[src/rtl/cory_merge4.sv]
// Four-input round-robin merge onto one valid/data/ready stream.
// A 2-entry output FIFO decouples input readies from the downstream ready.
module cory_merge4 #(
  parameter int N = 8
) (
  input  logic         clk,
  input  logic         reset,
  input  logic         i_a0_v,
  input  logic [N-1:0] i_a0_d,
  output logic         o_a0_r,
  input  logic         i_a1_v,
  input  logic [N-1:0] i_a1_d,
  output logic         o_a1_r,
  input  logic         i_a2_v,
  input  logic [N-1:0] i_a2_d,
  output logic         o_a2_r,
  input  logic         i_a3_v,
  input  logic [N-1:0] i_a3_d,
  output logic         o_a3_r,
  output logic         o_z_v,
  output logic [N-1:0] o_z_d,
  output logic [1:0]   o_z_s,
  input  logic         i_z_r
);

  logic [3:0]   in_v;
  logic [N-1:0] in_d [4];
  logic [3:0]   in_r;

  assign in_v    = {i_a3_v, i_a2_v, i_a1_v, i_a0_v};
  assign in_d[0] = i_a0_d;
  assign in_d[1] = i_a1_d;
  assign in_d[2] = i_a2_d;
  assign in_d[3] = i_a3_d;
  assign o_a0_r  = in_r[0];
  assign o_a1_r  = in_r[1];
  assign o_a2_r  = in_r[2];
  assign o_a3_r  = in_r[3];

  logic [1:0]   ptr_reg;
  logic [1:0]   cnt_reg;
  logic [1:0]   cnt_next;
  logic         wr_reg;
  logic         rd_reg;
  logic [N+1:0] mem_reg [2];

  logic [1:0] pick;
  logic [1:0] idx;
  logic       found;
  logic       can_push;
  logic       push;
  logic       pop;

  // Scan from ptr upward; the first valid input wins, otherwise pick stays at ptr.
  always_comb begin
    pick  = ptr_reg;
    idx   = ptr_reg;
    found = 1'b0;
    for (int k = 0; k < 4; k++) begin
      idx = ptr_reg + 2'(k);
      if (!found && in_v[idx]) begin
        pick  = idx;
        found = 1'b1;
      end
    end
  end

  assign can_push = !reset && (cnt_reg != 2'd2);
  assign push     = can_push && found;
  assign pop      = o_z_v && i_z_r;

  genvar gi;
  generate
    for (gi = 0; gi < 4; gi++) begin : g_ready
      assign in_r[gi] = can_push && (pick == 2'(gi));
    end
  endgenerate

  always_comb begin
    cnt_next = cnt_reg;
    if (push && !pop) begin
      cnt_next = cnt_reg + 2'd1;
    end else if (pop && !push) begin
      cnt_next = cnt_reg - 2'd1;
    end
  end

  always_ff @(posedge clk) begin
    if (reset) begin
      ptr_reg    <= 2'd0;
      cnt_reg    <= 2'd0;
      wr_reg     <= 1'b0;
      rd_reg     <= 1'b0;
      mem_reg[0] <= '0;
      mem_reg[1] <= '0;
    end else begin
      cnt_reg <= cnt_next;
      if (push) begin
        mem_reg[wr_reg] <= {pick, in_d[pick]};
        wr_reg          <= !wr_reg;
        ptr_reg         <= pick + 2'd1;
      end
      if (pop) begin
        rd_reg <= !rd_reg;
      end
    end
  end

  // Head entry only moves on pop, so it stays stable while stalled.
  assign o_z_v = (cnt_reg != 2'd0);
  assign o_z_d = mem_reg[rd_reg][N-1:0];
  assign o_z_s = mem_reg[rd_reg][N+1:N];

endmodule

[config.mk]
export PLATFORM = sky130hd
export DESIGN_NAME = cory_merge4
export DESIGN_NICKNAME = d
export VERILOG_FILES = /design/src/rtl/cory_merge4.sv
export SDC_FILE = /design/constraint.sdc
export NUM_CORES = 1
export LEC_CHECK = 0
export CORE_ASPECT_RATIO = 1.2
export CORE_UTILIZATION = 44
export DETAILED_ROUTE_END_ITERATION = 16
export PLACE_DENSITY = 0.84
export SLEW_MARGIN = 40
export SYNTH_ARGS = -nofsm -noshare
export SYNTH_HDL_FRONTEND = slang
export SYNTH_SLANG_ARGS = --single-unit
[constraint.sdc]
create_clock -name clk -period 4.3 [get_ports clk]
set_clock_uncertainty 0.1 [all_clocks]
set_input_delay 0.43 -clock clk [delete_from_list [all_inputs] [get_ports clk]]
set_output_delay 0.43 -clock clk [all_outputs]
set_load 0.005 [all_outputs]
* Word level (Yosys, flattened, before mapping)
Memory sizes are Yosys's and may differ from the RTL's. A register that Yosys moved wholly into a read port is not among the register bits.
Index checks and enable logic that the tools add are counted.
** Operators by class
- $add $sub $neg :: 6
- $lt $le $gt $ge :: 5
- Equal/unequal tests :: 4
- Mux-type cells :: 30
- Bitwise operators :: 1
- Reductions and logical operators :: 24
** Operator list (count)
- 2-to-1 mux 1 bit :: 17
- binary-select mux 8 bit (select 2 bit) :: 1
- 2-to-1 mux 8 bit :: 2
- logical AND 1 bit :: 12
- less-than comparator 2 x 3 -> 1 bit (second input constant) :: 4
- 2-to-1 mux 10 bit :: 1
- 2-to-1 mux 2 bit :: 5
- OR reduction 10 bit :: 1
- binary-select mux 1 bit (select 2 bit) :: 4
- zero test 1 bit :: 8
- adder 2 x 1 -> 2 bit (second input constant) :: 3
- adder 2 bit (second input constant) :: 2
- == test 2 bit (second input constant) :: 2
- nonzero test 2 bit :: 2
- >= comparator 3 bit (second input constant) :: 1
- inverter 2 -> 3 bit :: 1
- == test 2 x 1 -> 1 bit (second input constant) :: 1
- zero test 2 bit :: 1
- inequality test 2 bit (second input constant) :: 1
- subtractor 2 x 1 -> 2 bit (second input constant) :: 1
** Storage, ports and cells
- Flip-flop bits (word level) :: 6
- Bits in writable memories :: 20
- Input bits :: 39
- Output and inout bits :: 15
- Word-level logic and storage cells :: 75
- Memories :: 1
** Memory list
- mem_reg :: words 2, bits a word 10, read ports 1, clocked after Yosys merged registers in 1, write ports 2, RTL line 45 : logic [N+1:0] mem_reg [2];

* Logic depth before layout (Yosys ltp)
Gate-level depths: netlist of run 1.
- Word-level depth :: 18
- Gate-level depth with buffers :: 8
- Mapped depth without buffers :: 7

* Worst setup path after synthesis of run 1
No wires, ideal clock.
- Path type :: input-to-reg
- Start :: input i_a0_v
- End :: register cnt_reg[1]
- Data arrival time :: 1.867 ns
- Required time :: 4.130 ns
- Setup slack :: 2.263 ns
- Stages :: 5
- Path through :: nor4_1 nor3_4 ha_1 or3_1 a21oi_1
** Between the ends
- Word-level cells in the longest chain between the ends :: 16
- Elaborated cells between the ends (all ways) :: 24
** RTL lines
- from (decl) :: RTL line 8 : input logic i_a0_v,
- binary-select mux 1 bit (select 2 bit) :: RTL line 61 : if (!found && in_v[idx]) begin
- 2-to-1 mux 1 bit (implied by the code) :: RTL line 61
- 2-to-1 mux 1 bit :: RTL line 61
- zero test 1 bit :: RTL line 61
- logical AND 1 bit :: RTL line 61
- 2-to-1 mux 1 bit :: RTL line 61
- zero test 1 bit :: RTL line 61
- logical AND 1 bit :: RTL line 61
- 2-to-1 mux 1 bit :: RTL line 61
- zero test 1 bit :: RTL line 61
- logical AND 1 bit :: RTL line 61
- 2-to-1 mux 1 bit (*) :: RTL line 61
- logical AND 1 bit (*) :: RTL line 69 : assign push = can_push && found;
- via push :: RTL line 51 : logic push;
- zero test 1 bit :: RTL line 83 : end else if (pop && !push) begin
- logical AND 1 bit :: RTL line 83
- nonzero test 2 bit (no line)
- to (signal assigned) :: RTL line 97 : cnt_reg <= cnt_next;
- to (decl) :: RTL line 41 : logic [1:0] cnt_reg;
The timed path passes the listed nets; every way through them passes the cells marked *. The select of a mux whose other input is x is not followed.
A chain may end at the register's enable or synchronous reset.

* Worst setup path in the final report of run 1
- Start :: input i_a2_v
- End :: output o_a1_r
** Between the ends
- Word-level cells in the longest chain between the ends :: 14
- Elaborated cells between the ends (all ways) :: 22
** RTL lines
- from (decl) :: RTL line 14 : input logic i_a2_v,
- binary-select mux 1 bit (select 2 bit) :: RTL line 61
- 2-to-1 mux 1 bit (implied by the code) :: RTL line 61
- 2-to-1 mux 1 bit :: RTL line 61
- zero test 1 bit :: RTL line 61
- logical AND 1 bit :: RTL line 61
- 2-to-1 mux 1 bit :: RTL line 61
- zero test 1 bit :: RTL line 61
- logical AND 1 bit :: RTL line 61
- 2-to-1 mux 1 bit :: RTL line 61
- zero test 1 bit :: RTL line 61
- logical AND 1 bit :: RTL line 61
- 2-to-1 mux 2 bit (*) :: RTL line 61
- == test 2 x 1 -> 1 bit (*) :: RTL line 75 : assign in_r[gi] = can_push && (pick == 2'(gi));
- logical AND 1 bit (*) :: RTL line 75
- to (decl) :: RTL line 13 : output logic o_a1_r,
Every way passes the cells marked *; elsewhere a longest branch is shown, timed or not. The select of a mux whose other input is x is not followed.

==> results of run 1 <==
==> logic make-up after synthesis <==
family	share of synthesized area (%)
and+or+nand+nor	12.1
AOI/OAI and AO/OA	11.6
DFF	48.2
muxes	17.8
buffers and inverters	3.99
adders and majority gates	4.07
xor gates and xnor gates	2.28
==> cells in the final DEF (no fill, tap or decap), drive strengths merged <==
cell type	netlist	layout
clkdlybuf4s50	0	53
edfxtp	20	20
mux2i	16	16
o22ai	16	16
mux2	10	10
nor2	7	7
dfxtp	7	7
nand2	7	7
inv	6	6
and2	5	5
ha	5	5
a21oi	4	4
o21ai	4	4
clkbuf	2	4
or2	4	4
xor2	3	3
nor2b	3	3
nor4	2	2
nand2b	2	2
o31ai	2	2
o221ai	1	1
nor3	1	1
a21o	1	1
nand3	1	1
or3	1	1
xnor2	1	1
buf	4	1
==> Yosys cell counts (all sizes together) <==
cell / count / area share, %
a21o: 1 / 0.49
a21oi: 4 / 1.3
and2: 5 / 2.0
buf: 4 / 2.0
clkbuf: 2 / 0.49
dfxtp: 7 / 9.1
edfxtp: 20 / 39
ha: 5 / 4.1
inv: 6 / 1.5
mux2: 10 / 7.3
mux2i: 16 / 10
nand2: 7 / 1.9
nand2b: 2 / 0.81
nand3: 1 / 0.33
nor2: 7 / 1.7
nor2b: 3 / 1.4
nor3: 1 / 1.1
nor4: 2 / 0.81
o21ai: 4 / 1.3
o221ai: 1 / 0.98
o22ai: 16 / 6.5
o31ai: 2 / 0.98
or2: 4 / 1.6
or3: 1 / 0.41
xnor2: 1 / 0.57
xor2: 3 / 1.7
==> final timing paths <==
| check | end | start |
|---|---|---|
| setup reg to reg | mem_reg[0][4] | ptr_reg[0] |
| hold / removal | rd_reg | rd_reg |
| hold reg to reg | rd_reg | rd_reg |
| setup / recovery | o_a1_r | i_a2_v |
==> per-layer routing <==
metal | share of wire (%) | up-vias | global-route usage, %
met1 | 36 | 629 | 20.7
met3 | 3.9 | 4 | 1.94
met4 | 0.55 | 0 | 6.40
li1 | - | 604 | -
met2 | 60 | 40 | 44.3
met5 | 0 | - | 0
==> critical path, cell delays in order <==
cell	delay, ps
sky130_fd_sc_hd__clkdlybuf4s50_1	520
sky130_fd_sc_hd__or2_1	130
sky130_fd_sc_hd__a21oi_1	80
sky130_fd_sc_hd__o21ai_2	480
sky130_fd_sc_hd__inv_1	170
sky130_fd_sc_hd__ha_1	230
sky130_fd_sc_hd__and2_1	140
sky130_fd_sc_hd__clkdlybuf4s50_1	430
==> power by group <==
part	switching, mW	internal, mW	total [mW]
Clock	0.0744	0.0662	0.141
Combinational	0.228	0.287	0.515
Sequential	0.0496	0.368	0.418
Total	0.352	0.721	1.07
==> metrics by stage <==
| step | area, sq um | util [%] |
|---|---|---|
| floorplan | 1540 | - |
| global placement | 2080 | 62.4 |
| detailed placement | 2080 | 62.4 |
| CTS | 2130 | 63.8 |
| global route | 2130 | 63.8 |
| finish | 2130 | 63.8 |
==> cell type report <==
type,count,area (sq um)
Inverter,6,22.5
Timing Repair Buffer,54,538
Fill cell,280,1210
Multi-Input combinational cell,96,737
Clock buffer,4,45.0
Sequential cell,27,741
Tap cell,37,46.3
==> impl_results.md, run 1 <==
- Kind of end point of the critical path: primary output
- Area Growth Syn to Fin: 38.7%
- Post-cts repair resize count: 0
- Initial antenna violation count: 0
- CTS tree: yes
- Clock H-tree levels: 1
- Count of buffers from port buffering: 53
- Worst-path fanout max: 10
- Clock insertion delay at the later pin of the skew report: 260 ps
- Final count of hold timing violations: 0
- YS warnings: 0
- Placeable core area: 3340 sq um
- TritonCTS buffer count: 3
- Highest achievable clock rate: 0.318 GHz
- Worst setup path class: input pin to primary output
- Layout cells sized above 1: 11.2%
- FP Rows: 23
- Number of max-slew violations in the final report: 0
- GRT Overall Usage: 20.7%
- Nets in the synthesized netlist: 179
- Power per Cell Area: 504 nW/um^2
- Worst Slack Setup Final: 1160 ps
- Syn Area/Cell: 11.4 sq um
- Required time of the worst setup path: 3770 ps
- Final total negative setup slack: 0 ps
- Final period utilization: 73.1%
- Vias per Instance: 5.70
- Run status: completed
- TritonCTS Sinks: 27
- Number of antenna-violating nets in the routed design: 0
- Total power consumption of the routed design: 1.07 mW
- Placer congestion estimate: 0.741
- Wire length reported by the detailed router: 3.61 mm
- Avg WL per Cell: 16.1 microns
- Number of cells on the worst reg-to-reg path: 6
- Critical path data arrival time: 2610 ps
- Vias in the first global route: 1,395
- Number of flip-flops under the largest register name: 20
- Worst hold path stage count: 2
- Synth unique cells: 32
- Critical Path Start Type: input pin
- Die height: 66.7 microns
- Number of placed instances with taps included: 220
- Num ports: 54
- Detailed-route via count: 1,277
- Total setup buffers inserted after CTS: 0
- Max_cap viols: 0
- Post-synthesis instance total: 135
- Chip width: 55.9 microns
- Detailed Place HPWL: 2.73 mm
- Maximum number of pins on one net before global-route repair: 15
- Slew at the pin with the worst max-slew slack: 739 ps
- Global-route wire length before repair: 6.02 mm
- Pre-antenna DRT Iters: 4
- Clock root buffer: sky130_fd_sc_hd__clkbuf_8
- Max-slew headroom: 50.3%
- Setup repair after global routing missed its margin: false
- Static leakage power: 0.830 nW
- Post-route worst hold slack: 423 ps
- Leftover overflow at the end of global routing: 0
- Number of hold buffers added after cts: 0
- Final setup vio count: 0
- Count of inserted antenna diode cells: 0
- Post-synthesis sequential area ratio: 48.2%
- Post-layout net count: 232
- Synthesized flop and latch total: 27
- Setup slack at placement: 1140 ps
- Die ar.: 3730 sq um
- R2r setup slk: 2050 ps
- Post-route minimum period: 3140 ps
- DRT iter0 DRCs: 28
- Effective utilization at floorplan: 46.0%
- DRC errors left: 0
- CTS Buffer Depth: 2
- IR Drop Worst-Case VDD: 0.330 mV
- Post-synthesis cell area: 1540 sq um
- HP Class: flip-flop to flip-flop
- Clock edge transition at the registers on the reported setup and hold paths: 90 ps
- Cell Count, Final, Fillers Out: 224
Power figures use the tool's default switching activity.
==> run 2, diff against run 1 <==
- clock period: 4.3 -> 3.2 ns (I/O delays scaled with it)
==> run 2 against run 1 <==
Against the previous run:
- wire length up 3.6%
- global-route usage down 0.26 points
- cell count up 0.45%
- sequential power up 34%
- power up 36%
- clock-buffer cell count down 1
- final area up 0.53%
- first-iteration DRC count up 29%
- non-clock buffer count up 1
- worst setup slack worse by 720 ps
- die area unchanged
==> impl_results.md, run 2 (synthesized netlist as in run 1, its figures left out) <==
- Internal power consumption: 974 uW (was 721 uW)
- FP Rows: 23 (unchanged)
- Placement-stage cell area: 2090 sq um (was 2080 sq um)
- Chip width: 55.9 microns (unchanged)
- R2r setup slk: 1280 ps (was 2050 ps)
- HP Class: flip-flop to flip-flop (unchanged)
- Launch instance of the worst register-to-register path: cnt_reg[1] (was ptr_reg[0])
- TritonCTS buffer count: 3 (unchanged)
- Slowest stage delay, CP: 530 ps (was 520 ps)
- Placeable core area: 3340 sq um (unchanged)
- Max_cap viols: 0 (unchanged)
- Commonest non-fill, non-tap cells in the layout: sky130_fd_sc_hd__clkdlybuf4s50_1, sky130_fd_sc_hd__edfxtp_1, sky130_fd_sc_hd__mux2i_1, sky130_fd_sc_hd__o22ai_1, sky130_fd_sc_hd__mux2_2 (unchanged)
- Effective utilization at floorplan: 46.0% (unchanged)
- Reg power frac: 38.3% (was 39.0%)
- Slew at the pin with the worst max-slew slack: 671 ps (was 739 ps)
- Buf/Inv on CP: 3 (unchanged)
- Final design instance area without fill: 2140 sq um (was 2130 sq um)
- DRT iter0 DRCs: 36 (was 28)
- Crit. path cell count: 8 (unchanged)
- Placer congestion estimate: 0.764 (was 0.741)
- Clock insertion delay at the later pin of the skew report: 270 ps (was 260 ps)
- Final setup vio count: 0 (unchanged)
- Post-route worst hold slack: 435 ps (was 423 ps)
- Final Core Density: 64.1% (was 63.8%)
- Area Growth Syn to Fin: 39.4% (was 38.7%)
- Post-cts repair resize count: 0 (unchanged)
- Critical path data arrival time: 2340 ps (was 2610 ps)
- Die height: 66.7 microns (unchanged)
- Critical Path Start Type: input pin (unchanged)
- Slowest cell on the critical path: sky130_fd_sc_hd__clkdlybuf4s50_1 (unchanged)
- TritonCTS Sinks: 27 (unchanged)
- Worst-path fanout max: 8 (was 10)
- CTS Buffer Depth: 2 (unchanged)
- Num ports: 54 (unchanged)
- Detailed-route via count: 1,274 (was 1,277)
- IR Drop Worst-Case VDD: 0.508 mV (was 0.330 mV)
- Count of buffers from port buffering: 53 (unchanged)
- DRC errors left: 0 (unchanged)
- Static leakage power: 0.834 nW (was 0.830 nW)
- Filler Cell Count: 273 (was 280)
- Number of cells on the worst reg-to-reg path: 5 (was 6)
- Number of max-slew violations in the final report: 0 (unchanged)
- Avg WL per Cell: 16.6 microns (was 16.1 microns)
- Kind of end point of the critical path: primary output (unchanged)
- Commonest non-fill, non-tap cell in the layout: sky130_fd_sc_hd__clkdlybuf4s50_1 (unchanged)
- Run status: completed (unchanged)
- Worst setup path class: input pin to primary output (unchanged)
- Source of the critical timing path: i_a0_v (was i_a2_v)
- Count of inserted antenna diode cells: 0 (unchanged)
- Number of antenna-violating nets in the routed design: 0 (unchanged)
- Power per Cell Area: 683 nW/um^2 (was 504 nW/um^2)
- RR Endpoint: cnt_reg[1] (was mem_reg[0][4])
- Sw Ratio: 33.4% (was 32.8%)
- Die ar.: 3730 sq um (unchanged)
- Detailed Place HPWL: 2.85 mm (was 2.73 mm)
- Max-slew headroom: 54.8% (was 50.3%)
- Leftover overflow at the end of global routing: 0 (unchanged)
- Post-layout net count: 233 (was 232)
- CTS tree: yes (unchanged)
- Clock root buffer: sky130_fd_sc_hd__clkbuf_8 (unchanged)
- Vias per Instance: 5.66 (was 5.70)
- Critical Path, Cell by Cell: clkdlybuf4s50_1 > nor2b_1 > a21oi_1 > o221ai_2 > inv_1 > ha_1 > and2_1 > clkdlybuf4s50_1 (was clkdlybuf4s50_1 > or2_1 > a21oi_1 > o21ai_2 > inv_1 > ha_1 > and2_1 > clkdlybuf4s50_1)
- Clock power share: 13.6% (was 13.1%)
- Maximum number of pins on one net before global-route repair: 17 (was 15)
- Delay-heaviest family, CP: buffers and inverters (unchanged)
- Clock edge transition at the registers on the reported setup and hold paths: 100 ps (was 90 ps)
- Number of hold buffers added after cts: 0 (unchanged)
- GRT Overall Usage: 20.4% (was 20.7%)
- Global-route wire length before repair: 5.87 mm (was 6.02 mm)
- Setup repair after global routing missed its margin: false (unchanged)
- Vias in the first global route: 1,328 (was 1,395)
- Initial antenna violation count: 0 (unchanged)
- Capturing element of the worst setup path: o_a1_r (unchanged)
- Post-route minimum period: 2760 ps
- Total power consumption of the routed design: 1.46 mW (was 1.07 mW)
- Final period utilization: 86.4%
- Clock H-tree levels: 1 (unchanged)
- Layout cells sized above 1: 12.2% (was 11.2%)
- Sequential cell area: 741 sq um (unchanged)
- Total area of multi-input combinational cells: 737 sq um (unchanged)
- Highest achievable clock rate: 0.362 GHz
- Final total negative setup slack: 0 ps (unchanged)
- Total setup buffers inserted after CTS: 0 (unchanged)
- Net switching power: 488 uW (was 352 uW)
- Pre-antenna DRT Iters: 4 (unchanged)
- Cell with the most instances on the worst path: sky130_fd_sc_hd__clkdlybuf4s50_1 (unchanged)
- Number of flip-flops under the largest register name: 20 (unchanged)
- Final count of hold timing violations: 0 (unchanged)
- Required time of the worst setup path: 2780 ps (was 3770 ps)
- Wire length reported by the detailed router: 3.74 mm (was 3.61 mm)
- Comb pwr share: 48.2% (was 47.9%)
==> run 2: changes by cell type in the layout (fill, tap and decap cells not counted), sizes merged <==
cell      change
clkbuf        -1
buf           +1
clkinvlp      +1
==> run 2: cell type report <==
type	instances	share of cell area [%]
Clock buffer	3	1.93
Inverter	6	1.05
Clock inverter	1	0.351
Sequential cell	27	34.6
Timing Repair Buffer	55	25.5
Multi-Input combinational cell	96	34.4
Tap cell	37	2.16
==> run 2: worst register-to-register path: stages (launching register included) <==
cell,delay [ps]
sky130_fd_sc_hd__dfxtp_1,340
sky130_fd_sc_hd__nor2b_2,180
sky130_fd_sc_hd__nor3_4,340
sky130_fd_sc_hd__ha_1,330
sky130_fd_sc_hd__or3_1,390
sky130_fd_sc_hd__a21oi_1,170
==> run 2: how the worst min path moves through the flow <==
stage	startpoint	to	slack, ps	cells past startpoint
2_1_floorplan	cnt_reg[1]	cnt_reg[1]	360	2
3_3_place_gp	cnt_reg[1]	cnt_reg[1]	370	2
3_5_place_dp	rd_reg	flip-flop	410	2
4_1_cts	ptr_reg[0]	ptr_reg[0]	440	2
5_1_grt	ptr_reg[0]	ptr_reg[0]	460	2
6_report	rd_reg	flip-flop	430	2
==> run 2: per-layer routing <==
metal	vias to the layer above	part of all wire [%]	GRT usage (%)
li1	604	-	-
met5	-	0	0
met1	621	39	22.8
met4	0	0.29	6.40
met3	2	3.8	2.91
met2	47	57	40.1
==> run 2: metrics by stage <==
stage	setup slack (ps)	cells
after floorplan	1270	135
after global placement	529	221
after detailed placement	443	221
after CTS	439	225
after global routing	334	225
final	437	225
==> run 2: power groups by stage <==
| stage | clock network [mW] | logic (mW) | registers, mW |
|---|---|---|---|
| after floorplan | 0 | 0.434 | 0.534 |
| after global placement | 0 | 0.669 | 0.556 |
| after detailed placement | 0 | 0.706 | 0.568 |
| after CTS | 0.203 | 0.709 | 0.560 |
| after global routing | 0.216 | 0.765 | 0.571 |
| final | 0.199 | 0.704 | 0.560 |
==> run 3, diff against run 2 <==
- ABC_AREA: unset -> 1
- GPL_ROUTABILITY_DRIVEN: unset -> 1
- PLACE_DENSITY: 0.84 -> 0.81
==> run 3 against run 2 <==
Against the previous run:
- hold slack worse by 42 ps
- clock-buffer cell count unchanged
- wire length is 22% higher
- sequential share of layout area fell by 5.0 points
- global-route usage grew 1.8 points
- worst setup slack worse by 140 ps
- die area is 22% higher
- final area is 17% higher
- flip-flop and latch count stayed put
- area after synthesis rose by 23%
- critical path depth up 4
- critical path type is now flip-flop to primary output
- largest power group unchanged
==> impl_results.md, run 3 <==
- Clock root buffer: sky130_fd_sc_hd__clkbuf_8 (unchanged)
- YS warnings: 0 (unchanged)
- Syn Area/Cell: 7.77 sq um (was 11.4 sq um)
- Worst-path fanout max: 11 (was 8)
- HP Class: flip-flop to flip-flop (unchanged)
- Highest achievable clock rate: 0.344 GHz (was 0.362 GHz)
- TritonCTS Sinks: 27 (unchanged)
- Final total negative setup slack: 0 ps (unchanged)
- Die ar.: 4560 sq um (was 3730 sq um)
- Main synth FF type: sky130_fd_sc_hd__edfxtp_1 (unchanged)
- Final setup vio count: 0 (unchanged)
- Number of max-slew violations in the final report: 0 (unchanged)
- Worst setup path class: flip-flop to primary output (was input pin to primary output)
- Post-synthesis instance total: 243 (was 135)
- Wire length reported by the detailed router: 4.56 mm (was 3.74 mm)
- Portion of synthesized cell area occupied by the leading cell type: 31.8% (was 39.1%)
- DRT iter0 DRCs: 58 (was 36)
- Static leakage power: 1.11 nW (was 0.834 nW)
- Count of inserted antenna diode cells: 0 (unchanged)
- Post-layout net count: 342 (was 233)
- Post-synthesis cell area: 1890 sq um (was 1540 sq um)
- Avg WL per Cell: 13.0 microns (was 16.6 microns)
- Vias in the first global route: 1,697 (was 1,328)
- Maximum number of pins on one net before global-route repair: 19 (was 17)
- Synthesized flop and latch total: 27 (unchanged)
- Total area of multi-input combinational cells: 985 sq um (was 737 sq um)
- Global-route wire length before repair: 7.55 mm (was 5.87 mm)
- Sequential cell area: 743 sq um (was 741 sq um)
- Count of buffers from port buffering: 53 (unchanged)
- Global-route track usage on met1: 25.8% (was 22.8%)
- Top cell types by occurrence after synthesis: sky130_fd_sc_hd__nand2_1, sky130_fd_sc_hd__nand3_1, sky130_fd_sc_hd__nor2_1 (was sky130_fd_sc_hd__edfxtp_1, sky130_fd_sc_hd__mux2i_1, sky130_fd_sc_hd__o22ai_1)
- FP Rows: 25 (was 23)
- Post-route minimum period: 2910 ps (was 2760 ps)
- Effective utilization at floorplan: 46.8% (was 46.0%)
- Post-cts repair resize count: 0 (unchanged)
- Total power consumption of the routed design: 2.52 mW (was 1.46 mW)
- Commonest non-fill, non-tap cell in the layout: sky130_fd_sc_hd__nand2_1 (was sky130_fd_sc_hd__clkdlybuf4s50_1)
- Cell Count, Final, Fillers Out: 351 (was 225)
- Number of cells on the worst reg-to-reg path: 9 (was 5)
- Layout cells sized above 1: 13.8% (was 12.2%)
- Leftover overflow at the end of global routing: 0 (unchanged)
- Die height: 73.8 microns (was 66.7 microns)
- CTS Buffer Depth: 2 (unchanged)
- Detailed-route via count: 1,765 (was 1,274)
- Critical path data arrival time: 2490 ps (was 2340 ps)
- Total setup buffers inserted after CTS: 0 (unchanged)
- Final period utilization: 90.8% (was 86.4%)
- TritonCTS buffer count: 3 (unchanged)
- Filler Cell Count: 359 (was 273)
- Number of flip-flops under the largest register name: 20 (unchanged)
- Chip width: 61.8 microns (was 55.9 microns)
- DRC errors left: 0 (unchanged)
- Clock insertion delay at the later pin of the skew report: 270 ps (about the same)
- Pre-antenna DRT Iters: 4 (unchanged)
- Detailed Place HPWL: 3.44 mm (was 2.85 mm)
- Vias per Instance: 5.03 (was 5.66)
- Required time of the worst setup path: 2780 ps (about the same)
- Power per Cell Area: 1010 nW/um^2 (was 683 nW/um^2)
- Most used routing layer in global routing: met2 (unchanged)
- GRT Overall Usage: 22.3% (was 20.4%)
- Synth unique cells: 25 (was 32)
- Count of flip-flops with a built-in enable after synthesis: 20 (unchanged)
- Worst hold path stage count: 2 (unchanged)
- Commonest non-fill, non-tap cells in the layout: sky130_fd_sc_hd__nand2_1, sky130_fd_sc_hd__clkdlybuf4s50_1, sky130_fd_sc_hd__nand3_1, sky130_fd_sc_hd__nor2_1, sky130_fd_sc_hd__edfxtp_1 (was sky130_fd_sc_hd__clkdlybuf4s50_1, sky130_fd_sc_hd__edfxtp_1, sky130_fd_sc_hd__mux2i_1, sky130_fd_sc_hd__o22ai_1, sky130_fd_sc_hd__mux2_2)
- Critical Path Start Type: flip-flop (was input pin)
- Max_cap viols: 0 (unchanged)
- Number of placed instances with taps included: 347 (was 221)
- Number of hold buffers added after cts: 0 (unchanged)
- Dominant cell by count in the synthesized netlist: sky130_fd_sc_hd__nand2_1 (was sky130_fd_sc_hd__edfxtp_1)
- Clock H-tree levels: 1 (unchanged)
- Area Growth Syn to Fin: 32.8% (was 39.4%)
- Nets in the synthesized netlist: 287 (was 179)
- Kind of end point of the critical path: primary output (unchanged)
- CTS tree: yes (unchanged)
- Final count of hold timing violations: 0 (unchanged)
- Num ports: 54 (unchanged)
- IR Drop Worst-Case VDD: 0.563 mV (was 0.508 mV)
- Placer congestion estimate: 0.859 (was 0.764)
- Fraction of registers with async set/reset: 0% (unchanged)
- Cell taking the most area after synthesis: sky130_fd_sc_hd__edfxtp_1 (unchanged)
- Run status: completed (unchanged)
- Initial antenna violation count: 0 (unchanged)
- Top post-synthesis cells by area: sky130_fd_sc_hd__edfxtp_1, sky130_fd_sc_hd__nand2_1, sky130_fd_sc_hd__nand3_1, sky130_fd_sc_hd__dfxtp_1, sky130_fd_sc_hd__mux2_2 (was sky130_fd_sc_hd__edfxtp_1, sky130_fd_sc_hd__mux2i_1, sky130_fd_sc_hd__dfxtp_1, sky130_fd_sc_hd__mux2_2, sky130_fd_sc_hd__o22ai_1)
- Max-slew headroom: 65.9% (was 54.8%)
- Slew at the pin with the worst max-slew slack: 510 ps (was 671 ps)
- Placeable core area: 4040 sq um (was 3340 sq um)
- Met2 usage in global routing: 41.8% (was 40.1%)
- Clock edge transition at the registers on the reported setup and hold paths: 90 ps (was 100 ps)
- Post-synthesis sequential area ratio: 39.2% (was 48.2%)
- Number of antenna-violating nets in the routed design: 0 (unchanged)
- Met3 track utilization from global routing: 2.64% (was 2.91%)
- Setup repair after global routing missed its margin: false (unchanged)
-- run 3: cell type report --
type | instances | area share, %
well taps | 54 | 2.69
clock inverters | 1 | 0.200
repair buffers | 61 | 23.6
inverters | 20 | 2.99
flip-flops and latches | 27 | 29.6
clock buffers | 3 | 1.65
multi-input cells | 185 | 39.3
-- run 3: final timing paths --
kind	endpoint	slack [ps]	startpoint
worst min register to register	wr_reg	390	wr_reg
worst min-delay path	wr_reg	390	wr_reg
worst max-delay path	o_a1_r	290	ptr_reg[0]
worst max register to register	mem_reg[1][1]	850	ptr_reg[0]
-- run 3: kinds of logic (layout without fill, tap and decap cells) --
| group | after synthesis | in the layout | share of synthesized area (%) |
|---|---|---|---|
| AOI/OAI and AO/OA | 13 | 13 | 3.64 |
| muxes | 10 | 10 | 5.96 |
| buffers and inverters | 31 | 85 | 8.61 |
| xor gates and xnor gates | 1 | 1 | 0.464 |
| DFF | 27 | 27 | 39.2 |
| and+or+nand+nor | 156 | 156 | 38.8 |
| adders and majority gates | 5 | 5 | 3.31 |
-- run 3: routing by layer --
metal | share of wire [%] | up-vias | wire [microns]
met5 | 0 | - | 0
met4 | 0.88 | 0 | 40
met3 | 3.5 | 2 | 160
met2 | 54 | 39 | 2440
met1 | 42 | 818 | 1910
li1 | - | 906 | -
-- run 3: metrics by stage --
step | area (sq um) | utilization, % | setup WS [ps] | hold WS, ps
finish | 2510 | 62.1 | 294 | 393
global route | 2510 | 62.1 | 62.4 | 431
CTS | 2500 | 62.1 | 144 | 397
detailed placement | 2460 | 60.9 | 327 | 384
global placement | 2460 | 60.9 | 391 | 356
floorplan | 1890 | - | 1060 | 292
-- run 3: power breakdown --
group          leakage [nW]  switching (mW)  internal, mW  total, mW
clock network        0.0255           0.104        0.0871      0.191
registers             0.270          0.0664         0.543      0.610
logic                 0.815            1.01         0.716       1.72
-- run 3: critical path, stage by stage (launching register included) --
cell and delay [ps]:
sky130_fd_sc_hd__dfxtp_2 430, sky130_fd_sc_hd__inv_2 130, sky130_fd_sc_hd__nand2_1 90, sky130_fd_sc_hd__nand2_2 100, sky130_fd_sc_hd__o21ai_2 280, sky130_fd_sc_hd__nand3_4 130
sky130_fd_sc_hd__nand2_4 90, sky130_fd_sc_hd__nand2_2 70, sky130_fd_sc_hd__inv_1 100, sky130_fd_sc_hd__ha_1 150, sky130_fd_sc_hd__inv_1 30, sky130_fd_sc_hd__nor2_1 90
sky130_fd_sc_hd__clkdlybuf4s50_1 520
